### src/rtl/uart_cmd_bridge_if.sv
// Byte stream, transmit handshake and req/ack bus seen by the UART command bridge.
// master = the bridge itself, slave = the UART/bus side facing it.
interface uart_cmd_bridge_if;
    logic [7:0]  rx_data;
    logic        rx_data_fresh;
    logic [7:0]  tx_data;
    logic        tx_data_valid;
    logic        tx_data_ack;
    logic        bus_req;
    logic        bus_we;
    logic [31:0] bus_addr;
    logic [31:0] bus_wdata;
    logic [31:0] bus_rdata;
    logic        bus_ack;
    logic        busy;
    logic        err_overrun;

    modport master (
        input  rx_data, rx_data_fresh, tx_data_ack, bus_rdata, bus_ack,
        output tx_data, tx_data_valid, bus_req, bus_we, bus_addr, bus_wdata,
               busy, err_overrun
    );

    modport slave (
        output rx_data, rx_data_fresh, tx_data_ack, bus_rdata, bus_ack,
        input  tx_data, tx_data_valid, bus_req, bus_we, bus_addr, bus_wdata,
               busy, err_overrun
    );
endinterface

### src/rtl/uart_cmd_bridge.sv
// Host command responder: parses 'W'/'R' byte commands from the UART receiver,
// runs one 32-bit bus access and streams the response bytes back to the transmitter.
//
// state  | meaning
// IDLE   | waiting for a command byte
// ADDR   | collecting 4 address bytes, MSB first
// DATA   | collecting 4 write-data bytes, MSB first
// BUS    | bus_req held until bus_ack or bus timeout
// SEND   | draining the response buffer one byte per tx handshake
module uart_cmd_bridge #(
    parameter int IDLE_TIMEOUT = 5_000_000,
    parameter int BUS_TIMEOUT  = 1024
) (
    input logic               clk,
    input logic               rst,
    uart_cmd_bridge_if.master bif
);
    localparam int IW = $clog2(IDLE_TIMEOUT);
    localparam int BW = $clog2(BUS_TIMEOUT);
    localparam logic [IW-1:0] IDLE_TC = IW'(IDLE_TIMEOUT - 1);
    localparam logic [BW-1:0] BUS_TC  = BW'(BUS_TIMEOUT - 1);

    localparam logic [2:0] S_IDLE = 3'd0;
    localparam logic [2:0] S_ADDR = 3'd1;
    localparam logic [2:0] S_DATA = 3'd2;
    localparam logic [2:0] S_BUS  = 3'd3;
    localparam logic [2:0] S_SEND = 3'd4;

    localparam logic [7:0] CMD_W = 8'h57;
    localparam logic [7:0] CMD_R = 8'h52;
    localparam logic [7:0] RSP_K = 8'h4B;
    localparam logic [7:0] RSP_Q = 8'h3F;
    localparam logic [7:0] RSP_E = 8'h45;

    logic [2:0]    state;
    logic [IW-1:0] rx_timer;
    logic [BW-1:0] bus_timer;
    logic [1:0]    byte_cnt;
    logic [31:0]   resp_buf;
    logic [2:0]    resp_cnt;
    logic [7:0]    tx_data_r;
    logic          tx_valid_r;
    logic          bus_req_r;
    logic          bus_we_r;
    logic [31:0]   bus_addr_r;
    logic [31:0]   bus_wdata_r;
    logic          overrun_r;

    logic rx_state;
    logic rx_abort;
    logic start_cmd;

    assign rx_state  = (state == S_ADDR) || (state == S_DATA);
    assign rx_abort  = rx_state && (rx_timer == IDLE_TC);
    // A byte landing on the abort cycle is treated as the first byte of a new command.
    assign start_cmd = bif.rx_data_fresh && ((state == S_IDLE) || rx_abort);

    always_ff @(posedge clk) begin
        if (rst) begin
            state       <= S_IDLE;
            rx_timer    <= '0;
            bus_timer   <= '0;
            byte_cnt    <= '0;
            resp_buf    <= '0;
            resp_cnt    <= '0;
            tx_data_r   <= '0;
            tx_valid_r  <= 1'b0;
            bus_req_r   <= 1'b0;
            bus_we_r    <= 1'b0;
            bus_addr_r  <= '0;
            bus_wdata_r <= '0;
            overrun_r   <= 1'b0;
        end else begin
            if (bif.rx_data_fresh && ((state == S_BUS) || (state == S_SEND)))
                overrun_r <= 1'b1;

            if (start_cmd) begin
                byte_cnt <= '0;
                rx_timer <= '0;
                if ((bif.rx_data == CMD_W) || (bif.rx_data == CMD_R)) begin
                    bus_we_r <= (bif.rx_data == CMD_W);
                    state    <= S_ADDR;
                end else begin
                    resp_buf   <= {RSP_Q, 24'h0};
                    resp_cnt   <= 3'd1;
                    tx_data_r  <= RSP_Q;
                    tx_valid_r <= 1'b1;
                    state      <= S_SEND;
                end
            end else begin
                case (state)
                    S_ADDR, S_DATA: begin
                        if (rx_abort) begin
                            state <= S_IDLE;
                        end else if (bif.rx_data_fresh) begin
                            rx_timer <= '0;
                            byte_cnt <= byte_cnt + 2'd1;
                            if (state == S_ADDR)
                                bus_addr_r <= {bus_addr_r[23:0], bif.rx_data};
                            else
                                bus_wdata_r <= {bus_wdata_r[23:0], bif.rx_data};
                            if (byte_cnt == 2'd3) begin
                                if ((state == S_ADDR) && bus_we_r) begin
                                    state <= S_DATA;
                                end else begin
                                    state     <= S_BUS;
                                    bus_req_r <= 1'b1;
                                    bus_timer <= '0;
                                end
                            end
                        end else begin
                            rx_timer <= rx_timer + IW'(1);
                        end
                    end
                    S_BUS: begin
                        if (bif.bus_ack) begin
                            bus_req_r  <= 1'b0;
                            tx_valid_r <= 1'b1;
                            state      <= S_SEND;
                            if (bus_we_r) begin
                                resp_buf  <= {RSP_K, 24'h0};
                                resp_cnt  <= 3'd1;
                                tx_data_r <= RSP_K;
                            end else begin
                                resp_buf  <= bif.bus_rdata;
                                resp_cnt  <= 3'd4;
                                tx_data_r <= bif.bus_rdata[31:24];
                            end
                        end else if (bus_timer == BUS_TC) begin
                            bus_req_r  <= 1'b0;
                            resp_buf   <= {RSP_E, 24'h0};
                            resp_cnt   <= 3'd1;
                            tx_data_r  <= RSP_E;
                            tx_valid_r <= 1'b1;
                            state      <= S_SEND;
                        end else begin
                            bus_timer <= bus_timer + BW'(1);
                        end
                    end
                    S_SEND: begin
                        if (tx_valid_r) begin
                            if (bif.tx_data_ack) begin
                                tx_valid_r <= 1'b0;
                                resp_buf   <= resp_buf << 8;
                                resp_cnt   <= resp_cnt - 3'd1;
                                if (resp_cnt == 3'd1)
                                    state <= S_IDLE;
                            end
                        end else begin
                            tx_data_r  <= resp_buf[31:24];
                            tx_valid_r <= 1'b1;
                        end
                    end
                    default: state <= S_IDLE;
                endcase
            end
        end
    end

    assign bif.tx_data       = tx_data_r;
    assign bif.tx_data_valid = tx_valid_r;
    assign bif.bus_req       = bus_req_r;
    assign bif.bus_we        = bus_we_r;
    assign bif.bus_addr      = bus_addr_r;
    assign bif.bus_wdata     = bus_wdata_r;
    assign bif.busy          = (state != S_IDLE);
    assign bif.err_overrun   = overrun_r;
endmodule
### src/flat_wrapper.sv
// flat-port wrapper written by rule: the top's interface ports become plain ports
module uart_cmd_bridge_flat 
#(
    parameter int IDLE_TIMEOUT = 5_000_000,
    parameter int BUS_TIMEOUT  = 1024
)
  (clk, rst, bif_rx_data, bif_rx_data_fresh, bif_tx_data_ack, bif_bus_rdata, bif_bus_ack, bif_tx_data, bif_tx_data_valid, bif_bus_req, bif_bus_we, bif_bus_addr, bif_bus_wdata, bif_busy, bif_err_overrun);
  uart_cmd_bridge_if bif_i ();
  input logic clk;
  input logic rst;
  input wire logic [$bits(bif_i.rx_data)-1:0] bif_rx_data;
  input wire logic [$bits(bif_i.rx_data_fresh)-1:0] bif_rx_data_fresh;
  input wire logic [$bits(bif_i.tx_data_ack)-1:0] bif_tx_data_ack;
  input wire logic [$bits(bif_i.bus_rdata)-1:0] bif_bus_rdata;
  input wire logic [$bits(bif_i.bus_ack)-1:0] bif_bus_ack;
  output wire logic [$bits(bif_i.tx_data)-1:0] bif_tx_data;
  output wire logic [$bits(bif_i.tx_data_valid)-1:0] bif_tx_data_valid;
  output wire logic [$bits(bif_i.bus_req)-1:0] bif_bus_req;
  output wire logic [$bits(bif_i.bus_we)-1:0] bif_bus_we;
  output wire logic [$bits(bif_i.bus_addr)-1:0] bif_bus_addr;
  output wire logic [$bits(bif_i.bus_wdata)-1:0] bif_bus_wdata;
  output wire logic [$bits(bif_i.busy)-1:0] bif_busy;
  output wire logic [$bits(bif_i.err_overrun)-1:0] bif_err_overrun;
  assign bif_i.rx_data = bif_rx_data;
  assign bif_i.rx_data_fresh = bif_rx_data_fresh;
  assign bif_i.tx_data_ack = bif_tx_data_ack;
  assign bif_i.bus_rdata = bif_bus_rdata;
  assign bif_i.bus_ack = bif_bus_ack;
  assign bif_tx_data = bif_i.tx_data;
  assign bif_tx_data_valid = bif_i.tx_data_valid;
  assign bif_bus_req = bif_i.bus_req;
  assign bif_bus_we = bif_i.bus_we;
  assign bif_bus_addr = bif_i.bus_addr;
  assign bif_bus_wdata = bif_i.bus_wdata;
  assign bif_busy = bif_i.busy;
  assign bif_err_overrun = bif_i.err_overrun;
  uart_cmd_bridge #(.IDLE_TIMEOUT(IDLE_TIMEOUT), .BUS_TIMEOUT(BUS_TIMEOUT)) u_core (.clk(clk), .rst(rst), .bif(bif_i));
endmodule
### config.mk
export PLATFORM = sky130hd
export DESIGN_NAME = uart_cmd_bridge_flat
export DESIGN_NICKNAME = d
export VERILOG_FILES = /design/src/rtl/uart_cmd_bridge_if.sv /design/src/rtl/uart_cmd_bridge.sv /design/src/flat_wrapper.sv
export SDC_FILE = /design/constraint.sdc
export NUM_CORES = 1
export LEC_CHECK = 0
export BUFFER_PORTS_ARGS = -buffer_cell sky130_fd_sc_hd__buf_2
export CORE_MARGIN = 2
export CORE_UTILIZATION = 50
export DETAILED_ROUTE_END_ITERATION = 16
export PLACE_DENSITY = 0.73
export SLEW_MARGIN = 20
export SYNTH_ARGS = -nofsm -noshare
export SYNTH_HDL_FRONTEND = slang
export SYNTH_SLANG_ARGS = --single-unit
### constraint.sdc
create_clock -name clk -period 2.4 [get_ports clk]
set_clock_uncertainty 0.15 [all_clocks]
set_input_delay 0.24 -clock clk [delete_from_list [all_inputs] [get_ports clk]]
set_output_delay 0.24 -clock clk [all_outputs]
set_load 0.01 [all_outputs]
======== Yosys cells after proc, flatten, opt, wreduce, memory -nomap -nowiden ========
Index checks and enable logic that the tools add are counted.
word-level totals
  register bits ........................... 149
  latch bits .............................. 0
  bits in writable memories ............... 0
  ROM bits ................................ 0
  input bits .............................. 45
  output and inout port bits .............. 77
  logic and storage cells ................. 127
  memories kept ........................... 0
cells by class
  $add $sub $neg .......................... 4
  $mul .................................... 0
  div/mod/pow operators ................... 0
  $lt $le $gt $ge ......................... 0
  equal/unequal tests ..................... 25
  shifts and indexed selects .............. 0
  muxes and demuxes ....................... 57
  bitwise logic cells ..................... 3
  reductions and logical operators ........ 25
operator list
  kind                     number
  $mux W32                 7
  $pmux W32 S2             1
  $mux W10                 6
  $mux W3                  17
  $mux W8                  6
  $add A23 B1 Y23 const B  1
  $eq A23 B23 Y1 const B   1
  $mux W23                 1
  $pmux W10 S2             1
  $eq A8 B7 Y1 const B     2
  $pmux W8 S2              1
  $reduce_and A5 Y1        3
  $mux W1                  13
  $ne A2 B2 Y1 const B     6
  $add A10 B1 Y10 const B  1
  $eq A10 B10 Y1 const B   1
  $pmux W3 S3              1
  $reduce_and A8 Y1        1
  $reduce_and A7 Y1        1
  $eq A3 B1 Y1 const B     2
  $eq A3 B2 Y1 const B     2
  $ne A3 B2 Y1 const B     2
  $ne A3 B3 Y1 const B     2
  $pmux W3 S2              1
  other kinds (21)         34

======== Longest topological paths before layout ========
  word-level depth ........................ 8
  mapped depth ............................ 10
  depth with buffers taken out ............ 7

======== Worst setup path after synthesis ========
OpenSTA, ideal clock, no wires.
  path kind ............................... register -> register
  start ................................... register u_core.rx_timer[0]
  end ..................................... register u_core.resp_buf[16]
  library setup time ...................... 0.120 ns
  data arrival time ....................... 2.143 ns
  required time ........................... 2.130 ns
  setup slack ............................. -0.012 ns
  cell stages (with the launch flop) ...... 10
  path buffers ............................ 2
  period minus slack after synthesis ...... 2.412 ns
  cell sequence ........................... dfxtp_1 -> ha_1 -> nor4b_1 -> nand4_1 -> o31a_1 -> o21a_1 -> buf_6 -> buf_6 -> a221oi_2 -> nor2_1
on the way
  word-level cells in the longest chain between the ends .. 6
  elaborated cells on any way between the ends .. 11
  those cells by class .................... 5 x eq/ne; 1 x mux; 5 x reduce/logical
ends and longest elaborated chain
  item                                                  RTL line                RTL
  start, declared                                       uart_cmd_bridge.sv:36   logic [IW-1:0] rx_timer;
  start signal, assigned                                uart_cmd_bridge.sv:112  rx_timer <= rx_timer + IW'(1);
  $eq A23 B23 Y1 (*)                                    uart_cmd_bridge.sv:54   assign rx_abort = rx_state && (rx_timer == IDLE_TC);
  $logic_and A1 B1 Y1 (*)                               uart_cmd_bridge.sv:54
  $logic_or A1 B1 Y1 (*)                                uart_cmd_bridge.sv:56   assign start_cmd = bif.rx_data_fresh && ((state == S_IDLE) || rx_abort);
  $logic_and A1 B1 Y1 (*)                               uart_cmd_bridge.sv:56
  $ne A4 B3 Y1 (no line), or another cell as far along  n/a
  $reduce_and A5 Y1 (no line)                           n/a
  end signal, assigned                                  uart_cmd_bridge.sv:84   resp_buf <= {RSP_Q, 24'h0};
  end signal, assigned                                  uart_cmd_bridge.sv:121  resp_buf <= {RSP_K, 24'h0};
  end signal, assigned                                  uart_cmd_bridge.sv:125  resp_buf <= bif.bus_rdata;
  end, declared                                         uart_cmd_bridge.sv:39   logic [31:0] resp_buf;
Every way passes the cells marked *; elsewhere a longest branch is shown, timed or not.
A chain may end at the register's enable or synchronous reset.

======== Worst setup path in the final report ========
  start ................................... register u_core.rx_timer[0]
  end ..................................... register u_core.resp_buf[26]
Same word-level chain as after synthesis.

==> report_table.html <==
<table>
<tr><th>Metric</th><th>Value</th></tr>
<tr><th colspan="2">Outcome</th></tr>
<tr><td>Status</td><td>completed</td></tr>
<tr><th colspan="2">Timing</th></tr>
<tr><td>Slew Viols, Final</td><td>0</td></tr>
<tr><td>Number of hold violations in the final report</td><td>0</td></tr>
<tr><td>Slew at the pin with the worst max-slew slack</td><td>0.563 ns</td></tr>
<tr><td>Final setup violating endpoints</td><td>0</td></tr>
<tr><td>Relative slew slack</td><td>between 60% and 70%</td></tr>
<tr><td>Min cycle time layout</td><td>2.35 ns</td></tr>
<tr><td>Post-route worst setup slack</td><td>roughly 0.046 ns</td></tr>
<tr><td>Achievable frequency</td><td>between 400 and 500 MHz</td></tr>
<tr><td>Final Cycle Share</td><td>98.1%</td></tr>
<tr><th colspan="2">Pwr</th></tr>
<tr><td>Pwr dens</td><td>696 nW/µm²</td></tr>
<tr><td>Overall power after layout</td><td>0.00607 W</td></tr>
<tr><td>Static leakage power</td><td>3.46 nW</td></tr>
<tr><td>Max VDD drop</td><td>0.000557 V</td></tr>
<tr><th colspan="2">Yosys</th></tr>
<tr><td>Cell taking the most area after synthesis</td><td>sky130_fd_sc_hd__dfxtp_1</td></tr>
<tr><td>Share of synthesized registers carrying an async set or reset</td><td>0%</td></tr>
<tr><td>Total of flip-flops plus latches after synthesis</td><td>149</td></tr>
<tr><td>Cell variety after synth</td><td>60</td></tr>
<tr><td>Avg Cell Area, Syn</td><td>8.20 µm²</td></tr>
<tr><td>Gate count after technology mapping</td><td>784</td></tr>
<tr><td>Cell area after technology mapping</td><td>6430 µm²</td></tr>
<tr><td>Number of enable-type register cells in the synthesized netlist</td><td>0</td></tr>
<tr><td>Yosys warning total</td><td>0</td></tr>
<tr><td>Register area share after synthesis</td><td>a little under half</td></tr>
<tr><td>Prevailing post-synth register cell</td><td>sky130_fd_sc_hd__dfxtp_1</td></tr>
<tr><td>Synthesized net count</td><td>about 830</td></tr>
<tr><td>Post-synth top area share</td><td>46.4%</td></tr>
<tr><td>Leading cell types by total area after synthesis</td><td>sky130_fd_sc_hd__dfxtp_1, sky130_fd_sc_hd__nand2_1, sky130_fd_sc_hd__a21oi_1</td></tr>
<tr><th colspan="2">Worst setup path</th></tr>
<tr><td>Critical setup path kind</td><td>reg2reg</td></tr>
<tr><td>Max FO, Critical Path</td><td>11</td></tr>
<tr><td>Critical path capture point type</td><td>register</td></tr>
<tr><td>Critical Path Start Type</td><td>register</td></tr>
<tr><td>CP Data Arrival Time</td><td>2.52 ns</td></tr>
<tr><td>Critical path data required time</td><td>2.57 ns</td></tr>
<tr><th colspan="2">Clock tree</th></tr>
<tr><td>Inserted Clock Buffers</td><td>17</td></tr>
<tr><td>CTS sink count</td><td>149</td></tr>
<tr><td>Clock slew seen by the registers of the worst setup and hold paths</td><td>about 0.06 ns</td></tr>
<tr><td>Largest buffer count on any clock path</td><td>2</td></tr>
<tr><td>CTS tree</td><td>done</td></tr>
<tr><td>Clock Tree Root</td><td>sky130_fd_sc_hd__clkbuf_16</td></tr>
<tr><td>Clk Latency, worst-skew pair</td><td>0.42 ns</td></tr>
<tr><td>CTS H-tree lvls</td><td>4</td></tr>
<tr><th colspan="2">Cells and area</th></tr>
<tr><td>Number of antenna cells inserted</td><td>0</td></tr>
<tr><td>Fraction of layout cells with a size suffix above 1</td><td>27.2%</td></tr>
<tr><td>Core occupancy in the finished layout</td><td>69.3%</td></tr>
<tr><td>Count of non-filler cells in the finished layout</td><td>1,160</td></tr>
<tr><td>Commonest cells after routing, fill and taps aside</td><td>sky130_fd_sc_hd__nand2_1, sky130_fd_sc_hd__dfxtp_1, sky130_fd_sc_hd__buf_2, sky130_fd_sc_hd__a21oi_1, sky130_fd_sc_hd__nor2_1</td></tr>
<tr><td>Number of nets in the final layout</td><td>roughly 1,000</td></tr>
<tr><td>Area growth from synthesis to final layout</td><td>35.5%</td></tr>
<tr><td>Most common cell after layout, fill and taps aside</td><td>sky130_fd_sc_hd__nand2_1</td></tr>
<tr><th colspan="2">Global route</th></tr>
<tr><td>Antenna violations before repair</td><td>1</td></tr>
<tr><td>Total routing resource utilization after global routing</td><td>25.4%</td></tr>
<tr><td>Pin count of the biggest net entering global routing</td><td>50</td></tr>
<tr><td>Total congestion overflow</td><td>0</td></tr>
<tr><td>Global-route wire length before repair</td><td>28.7 mm</td></tr>
<tr><td>Via count of the first global-routing pass</td><td>6,085</td></tr>
<tr><th colspan="2">Floorplan</th></tr>
<tr><td>Die height</td><td>117 µm</td></tr>
<tr><td>Initial standard-cell utilization of the core</td><td>51.2%</td></tr>
<tr><td>Top-level port count</td><td>122</td></tr>
<tr><td>Area of the placeable core</td><td>around 13,000 µm²</td></tr>
<tr><td>Number of core rows</td><td>41</td></tr>
<tr><td>Die area</td><td>13,800 µm²</td></tr>
<tr><td>Horizontal die dimension</td><td>117 µm</td></tr>
<tr><th colspan="2">Worst hold path</th></tr>
<tr><td>Class of the tightest hold or removal check</td><td>in2reg</td></tr>
<tr><th colspan="2">Routing</th></tr>
<tr><td>Number of DRC violations after detailed-routing iteration 0</td><td>403</td></tr>
<tr><td>Vias per cell</td><td>5.49</td></tr>
<tr><td>Antenna Violating Nets Remaining</td><td>0</td></tr>
<tr><td>Total number of vias</td><td>6,369</td></tr>
<tr><td>Number of search-and-repair iterations in the first detailed-routing pass</td><td>5</td></tr>
<tr><td>Total Routed Length</td><td>17.6 mm</td></tr>
<tr><td>Wire length per cell after detailed routing</td><td>15.2 µm</td></tr>
<tr><td>Number of remaining DRC errors</td><td>0</td></tr>
<tr><th colspan="2">Placement</th></tr>
<tr><td>Total instance count after detailed placement</td><td>1,089</td></tr>
<tr><td>Worst slack at placement</td><td>-0.0805 ns</td></tr>
<tr><td>Count of port buffers added during placement</td><td>121</td></tr>
<tr><td>HPWL after detailed placement</td><td>11.3 mm</td></tr>
<tr><td>Routability-driven placement congestion ratio</td><td>0.842</td></tr>
<tr><th colspan="2">Run</th></tr>
<tr><td>Count of max-cap constraint violations</td><td>0</td></tr>
</table>
Yosys cell counts (5+ instances only):
library cell and count:
sky130_fd_sc_hd__nand2_1 172, sky130_fd_sc_hd__dfxtp_1 149, sky130_fd_sc_hd__a21oi_1 93, sky130_fd_sc_hd__nor2_1 68
sky130_fd_sc_hd__o21ai_0 35, sky130_fd_sc_hd__clkbuf_1 34, sky130_fd_sc_hd__nand3_1 20, sky130_fd_sc_hd__inv_1 14
sky130_fd_sc_hd__nor3_1 14, sky130_fd_sc_hd__nand4_1 13, sky130_fd_sc_hd__xnor2_1 13, sky130_fd_sc_hd__a221oi_1 12
sky130_fd_sc_hd__buf_2 12, sky130_fd_sc_hd__or3_1 12, sky130_fd_sc_hd__a221oi_2 10, sky130_fd_sc_hd__a211oi_1 9
sky130_fd_sc_hd__xor2_1 8, sky130_fd_sc_hd__and2_1 7, sky130_fd_sc_hd__nor4b_1 6, sky130_fd_sc_hd__ha_1 5
sky130_fd_sc_hd__nand2b_1 5
critical path: stages, from the launching register on:
cell and delay [ns]:
sky130_fd_sc_hd__dfxtp_2 0.33, sky130_fd_sc_hd__ha_2 0.20, sky130_fd_sc_hd__nor4bb_2 0.29, sky130_fd_sc_hd__nand4_1 0.14, sky130_fd_sc_hd__nor4b_2 0.33, sky130_fd_sc_hd__o211ai_1 0.13, sky130_fd_sc_hd__buf_4 0.21, sky130_fd_sc_hd__buf_6 0.16
sky130_fd_sc_hd__o41ai_1 0.32
metrics by stage:
step / setup TNS (ns) / hold WS, ns / instance area [µm²]
2_1_floorplan: 0 / 0.226 / 6430
3_3_place_gp: 0 / 0.290 / 7560
3_5_place_dp: -0.350 / 0.293 / 7560
4_1_cts: 0 / 0.0523 / 8490
5_1_grt: -0.896 / 0.0645 / 8710
6_report: 0 / 0.0641 / 8710
state kept, by name (all words and copies together), names as in the netlist:
signal and count:
u_core.bif.bus_addr 32, u_core.bif.bus_wdata 32, u_core.resp_buf 32, u_core.rx_timer 23
u_core.bus_timer 10, u_core.bif.tx_data 8, u_core.resp_cnt 3, u_core.state 3
u_core.byte_cnt 2, u_core.bif.bus_req 1, u_core.bif.bus_we 1, u_core.bif.err_overrun 1
u_core.bif.tx_data_valid 1
kinds of logic after synthesis:
| kind of cell | count (synthesis) | synth area share [%] |
|---|---|---|
| buffers and inverters | 65 | 4.49 |
| and+or+nand+nor | 345 | 24.6 |
| adders and majority gates | 5 | 0.973 |
| muxes | 4 | 0.622 |
| AOI/OAI and AO/OA | 195 | 20.1 |
| DFF | 149 | 46.4 |
| xor gates and xnor gates | 21 | 2.86 |
per-layer routing:
layer	global-route usage, %	vias up	share of wire (%)
li1	-	3146	-
met1	30.4	3009	43
met2	42.6	168	50
met3	7.88	44	4.6
met4	9.94	2	2.7
met5	0	-	0.063
repair_timing:
action                     CTS  global route
gates resized for setup      3            37
hold endpoints to repair    46             0
buffers inserted             0             4
pin swaps                    0            11
setup endpoints to repair   16            48
gates cloned                 0             1
hold buffers                34             0
final cells by class:
cell class / count / area (µm²)
clock buffer: 20 / 457
clock inverter: 12 / 125
fill: 1005 / 3850
inverter: 14 / 52.6
multi-input combinational: 570 / 3340
sequential: 149 / 2990
tap: 172 / 215
timing repair buffer: 223 / 1530
power breakdown:
group | internal, W | switching, W
sequential | 0.00258 | 0.0000722
combinational | 0.000350 | 0.000456
clock | 0.00158 | 0.00103
worst paths after layout:
kind | end | slack, ns | depth (start not counted) | startpoint
setup reg to reg | u_core.resp_buf[26]$_SDFFE_PP0P_ | 0.05 | 8 | u_core.rx_timer[0]$_SDFFE_PP0P_
hold reg to reg | u_core.bif.bus_wdata[28]$_SDFFE_PP0P_ | 0.30 | 2 | u_core.bif.bus_wdata[28]$_SDFFE_PP0P_
setup / recovery | u_core.resp_buf[26]$_SDFFE_PP0P_ | 0.05 | 8 | u_core.rx_timer[0]$_SDFFE_PP0P_
hold / removal | u_core.bif.tx_data_valid$_SDFFE_PP0P_ | 0.06 | 4 | bif_tx_data_ack
Note: power is estimated with default switching activity, not from simulation.
